<file path="src/rtl/bcd_div_checker_seq_if.sv">
// bcd_div_checker_seq_if: start/operand request and result bundle for the sequential BCD divisibility checker
interface bcd_div_checker_seq_if #(parameter int NUM_DIGITS = 4, parameter int DIVISOR = 11);
  localparam int REM_W = $clog2(DIVISOR);
  logic start;
  logic [4*NUM_DIGITS-1:0] inp;
  logic busy;
  logic done;
  logic divisible;
  logic [REM_W-1:0] remainder;
  logic bcd_err;
  modport master (output start, inp, input busy, done, divisible, remainder, bcd_err);
  modport slave (input start, inp, output busy, done, divisible, remainder, bcd_err);
endinterface

</file>
<file path="src/rtl/bcd_div_checker_seq.sv">
// bcd_div_checker_seq: walks a packed-BCD operand MSD-first, one digit per clock, reporting its residue mod DIVISOR
module bcd_div_checker_seq #(
  parameter int NUM_DIGITS = 4,
  parameter int DIVISOR = 11
) (
  input logic clk,
  input logic rst,
  bcd_div_checker_seq_if.slave bus
);
  localparam int REM_W = $clog2(DIVISOR);
  localparam int W = REM_W + 4;
  localparam int IW = NUM_DIGITS > 1 ? $clog2(NUM_DIGITS) : 1;
  localparam logic [1:0] IDLE = 2'd0;
  localparam logic [1:0] RUN = 2'd1;
  localparam logic [1:0] DONE = 2'd2;
  logic [1:0] state;
  logic [4*NUM_DIGITS-1:0] shadow;
  logic [IW-1:0] idx;
  logic [REM_W-1:0] rem, rem_nxt, remainder;
  logic [3:0] d;
  logic [W-1:0] acc;
  logic accept, divisible, bcd_err;
  assign d = 4'(shadow >> {idx, 2'b00});
  // W bits hold 10*(DIVISOR-1)+9 without overflow
  assign acc = W'(rem) * W'(10) + W'(d);
  assign rem_nxt = REM_W'(acc % W'(DIVISOR));
  assign accept = bus.start && (state == IDLE || state == DONE);
  always_ff @(posedge clk) begin
    if (rst) begin
      state <= IDLE;
      shadow <= '0;
      idx <= '0;
      rem <= '0;
      remainder <= '0;
      divisible <= 1'b0;
      bcd_err <= 1'b0;
    end else if (accept) begin
      state <= RUN;
      shadow <= bus.inp;
      idx <= IW'(NUM_DIGITS - 1);
      rem <= '0;
      remainder <= '0;
      divisible <= 1'b0;
      bcd_err <= 1'b0;
    end else if (state == RUN) begin
      if (d > 4'd9) begin
        state <= DONE;
        bcd_err <= 1'b1;
      end else begin
        rem <= rem_nxt;
        idx <= idx - 1'b1;
        if (idx == '0) begin
          state <= DONE;
          remainder <= rem_nxt;
          divisible <= rem_nxt == '0;
        end
      end
    end else begin
      state <= IDLE;
    end
  end
  assign bus.busy = state == RUN;
  assign bus.done = state == DONE;
  assign bus.divisible = divisible;
  assign bus.remainder = remainder;
  assign bus.bcd_err = bcd_err;
endmodule
</file>
<file path="src/flat_wrapper.sv">
// flat-port wrapper written by rule: the top's interface ports become plain ports
module bcd_div_checker_seq_flat 
#(
  parameter int NUM_DIGITS = 4,
  parameter int DIVISOR = 11
)
  (clk, rst, bus_start, bus_inp, bus_busy, bus_done, bus_divisible, bus_remainder, bus_bcd_err);
  bcd_div_checker_seq_if #(.NUM_DIGITS(NUM_DIGITS), .DIVISOR(DIVISOR)) bus_i ();
  input logic clk;
  input logic rst;
  input wire logic [$bits(bus_i.start)-1:0] bus_start;
  input wire logic [$bits(bus_i.inp)-1:0] bus_inp;
  output wire logic [$bits(bus_i.busy)-1:0] bus_busy;
  output wire logic [$bits(bus_i.done)-1:0] bus_done;
  output wire logic [$bits(bus_i.divisible)-1:0] bus_divisible;
  output wire logic [$bits(bus_i.remainder)-1:0] bus_remainder;
  output wire logic [$bits(bus_i.bcd_err)-1:0] bus_bcd_err;
  assign bus_i.start = bus_start;
  assign bus_i.inp = bus_inp;
  assign bus_busy = bus_i.busy;
  assign bus_done = bus_i.done;
  assign bus_divisible = bus_i.divisible;
  assign bus_remainder = bus_i.remainder;
  assign bus_bcd_err = bus_i.bcd_err;
  bcd_div_checker_seq #(.NUM_DIGITS(NUM_DIGITS), .DIVISOR(DIVISOR)) u_core (.clk(clk), .rst(rst), .bus(bus_i));
endmodule
</file>
<file path="config.mk">
export PLATFORM = sky130hd
export DESIGN_NAME = bcd_div_checker_seq_flat
export DESIGN_NICKNAME = d
export VERILOG_FILES = /design/src/rtl/bcd_div_checker_seq_if.sv /design/src/rtl/bcd_div_checker_seq.sv /design/src/flat_wrapper.sv
export SDC_FILE = /design/constraint.sdc
export NUM_CORES = 1
export LEC_CHECK = 0
export BUFFER_PORTS_ARGS = -buffer_cell sky130_fd_sc_hd__buf_2
export CORE_ASPECT_RATIO = 1.5
export CORE_MARGIN = 2
export CORE_UTILIZATION = 62
export CTS_BUF_LIST = sky130_fd_sc_hd__clkbuf_16
export DETAILED_ROUTE_END_ITERATION = 7
export PLACE_DENSITY_LB_ADDON = 0.3
export SETUP_SLACK_MARGIN = 0.02
export SLEW_MARGIN = 20
export SYNTH_ARGS = -nofsm -noshare
export SYNTH_HDL_FRONTEND = slang
export SYNTH_SLANG_ARGS = --single-unit
</file>
<file path="constraint.sdc">
create_clock -name clk -period 17.25 [get_ports clk]
set_input_delay 0 -clock clk [delete_from_list [all_inputs] [get_ports clk]]
set_output_delay 0 -clock clk [all_outputs]
set_load 0.005 [all_outputs]
</file>
==> flow_summary.ini <==
[route]
totalWireLength_um = 6690
wl_per_cell_um = 18.5
vias_per_cell = 6.65
post-route-drc-count = 0
drt_iter0_markers = 111
ant_nets = 0
firstDrtPassIters = 5
vias = 2407

[synthesis]
synth_area_leader_cell = dfxtp_1
ys_types = 65
yosysSeqAreaShare = 0.259
dominantRegCellSynth = dfxtp_1
synth.cell_area_um2 = 2320
synthesis.nets = 314
synthMuxAreaShare = 0.0658
ys.warnings.count = 0
synthAdderAreaFrac = 0.0712
synthXorXnorAreaFrac = 0.0340
synth-compound-area-share = 0.302
synth-edff-count = 0
netlist_top_cells_area = dfxtp_1 26%, nand2_1 7.4%, a21oi_1 5.8%, ha_1 5.4%, mux4_2 3.9%
synth_area_per_cell_um2 = 8.20
synthArstFlopShare = 0
synth-seq-cells = 30
yosys.area_share.simple = 0.232
syn_inst = 283
synth_top_area_frac = 0.259
synth_top_family_by_area = compound AO/OA/AOI/OAI gates

[placed_design]
gp_congestion = 0.877
dp_hpwl_um = 4150
dp_slack_ns = 11.14
numPortBuffers = 26

[sta]
slew_viol_final = 0
rsz0062_at_grt = false
setup_tns_ns = 0
slew_headroom = 0.464
setup_ws_ns = 10.95
finalSetupViolCount = 0
final_hold_viol_count = 0
min_period_ns = 6.30
holdWs_ns = 0.146
max_freq_mhz = 159
tightest_slew_ns = 0.801
clock_skew_ns = 0.00196
post-route-period-util = 0.365

[clock_tree]
post-cts-setup-buffers = 0
cts_tree = done
cts_resized = 0
root_buffer = clkbuf_16
hold_buffers = 16
numCtsBuffers = 5
htree_levels = 2
cts_sinks = 30
clk_latency_ns = 0.28
clk_pin_slew_ns = 0.05
clockBufferDepth = 2

[pwr]
power.leakage_nw = 1.13
powerDensity_nw_per_um2 = 97.4
vdd_drop_max_mv = 0.145

[setup_path]
worstPathCellList = mux4_2 -> ha_1 -> fa_1 -> xnor2_1 -> a211oi_1 -> nand2_1 -> o31a_1 -> a221oi_2 -> a2bb2oi_1 -> o221ai_2 -> ha_1 -> a311oi_2 -> o21ai_2 -> xor2_1 -> ha_1 -> inv_1 -> nand2b_1 -> a311oi_1 -> a31oi_1 -> or4b_1 -> a21oi_1
crit_path_frequent_cell = ha_1
crit_buf_inv = 1
path_max_fanout = 7
critPathArrivalTime_ns = 6.50
crit_required_ns = 17.45
slowest_delay_ns = 0.57
crit_slowest_cell = mux4_2
cp_top_family = compound AO/OA/AOI/OAI gates
cp-start-kind = flop
crit_type = flop to flop
end_kind = flop

[cells_and_area]
nNetsFinal = 349
layout_commonest_cell = nand2_1
post-route-util = 0.767
syn2layout_area_growth_pct = 19.5
diodes = 0
nFillCells = 234
layout_common_cells = 46 x nand2_1, 30 x dfxtp_1, 27 x a21oi_1, 26 x buf_2, 20 x nor2_1
layout-drive-gt1-share = 0.191

[min_path]
hold_class = input pin to flop

[die]
die_x_um = 53.9
core_area_um2 = 3610
io_pins = 27
dieArea_um2 = 4260
dieHeight_um = 78.9
start_util = 0.642
core.rowCount = 27

[global_routing]
grt_pass1_wl_um = 10600
grt-ovfl-total = 0
grtUsageTotal = 0.336
grt_max_degree = 22
antenna_found_initial = 0
grt_pass1_vias = 2314

[run]
drv_cap = 0

[outcome]
status = finished, final reports clean
-- cells in the mapped netlist (all sizes together), types with 2 or more instances --
master and count:
dfxtp 30, clkbuf 8, nand2 46, o21a 2, a2111oi 3, or2 4, o21ai 9, or3 3
a32oi 2, xor2 3, ha 10, nand2b 8, a311oi 2, a211o 2, nor2 20, buf 6
mux2 2, nand3 3, a22oi 2, nor3b 2, mux2i 4, inv 6, or4b 3, nor2b 2
xnor2 6, o32a 3, nor3 9, o211a 2, a31oi 6, mux4 4, and3 2, and2 5
a21o 3, o22ai 2, fa 2, a221oi 2, a211oi 11, o211ai 3, a21oi 29
-- report_power, final --
group          switching [mW]  internal, mW  total, mW
logic                  0.0549        0.0377     0.0926
registers             0.00472        0.0739     0.0786
clock network          0.0312        0.0674     0.0986
-- layout make-up --
type | count | area (um2) | area share
Clock buffer | 5 | 125 | 0.0451
Clock inverter | 3 | 40.0 | 0.0144
Inverter | 6 | 22.5 | 0.00813
Multi-Input combinational cell | 233 | 1640 | 0.591
Sequential cell | 30 | 601 | 0.217
Tap cell | 43 | 53.8 | 0.0194
Timing Repair Buffer | 42 | 290 | 0.105
-- stage by stage --
step	cell area, um2	power [mW]	std cells
CTS	2770	0.266	362
detailed placement	2440	0.164	338
global placement	2440	0.162	338
global route	2770	0.281	362
floorplan	2320	0.148	283
finish	2770	0.270	362
-- registers in the layout, indices dropped and copies added (netlist names) --
| name | cells |
|---|---|
| u_core.bus.bcd_err | 1 |
| u_core.bus.divisible | 1 |
| u_core.bus.remainder | 4 |
| u_core.idx | 2 |
| u_core.rem | 4 |
| u_core.shadow | 16 |
| u_core.state | 2 |
-- routing by layer --
metal	track usage	up-vias	part of all wire
met2	0.650	94	0.57
li1	-	1126	-
met1	0.336	1162	0.37
met4	0.118	0	0.025
met3	0.0564	25	0.040
met5	0	-	0
-- path summary, 6_finish.rpt --
kind	depth (start not counted)	endpoint	slack, ns	startpoint
setup / recovery	21	u_core.bus.divisible	10.95	u_core.idx[0]
hold reg to reg	2	u_core.bus.divisible	0.46	u_core.bus.divisible
hold / removal	2	u_core.shadow[5]	0.15	rst
setup reg to reg	21	u_core.bus.divisible	10.95	u_core.idx[0]
-- logic make-up after synthesis --
kind of cell,after synthesis
fa+ha+maj,12
flops,30
xor+xnor,9
mux,10
buf+inv,20
simple gates,110
compound gates,92
(Power assumes the default switching activity.)
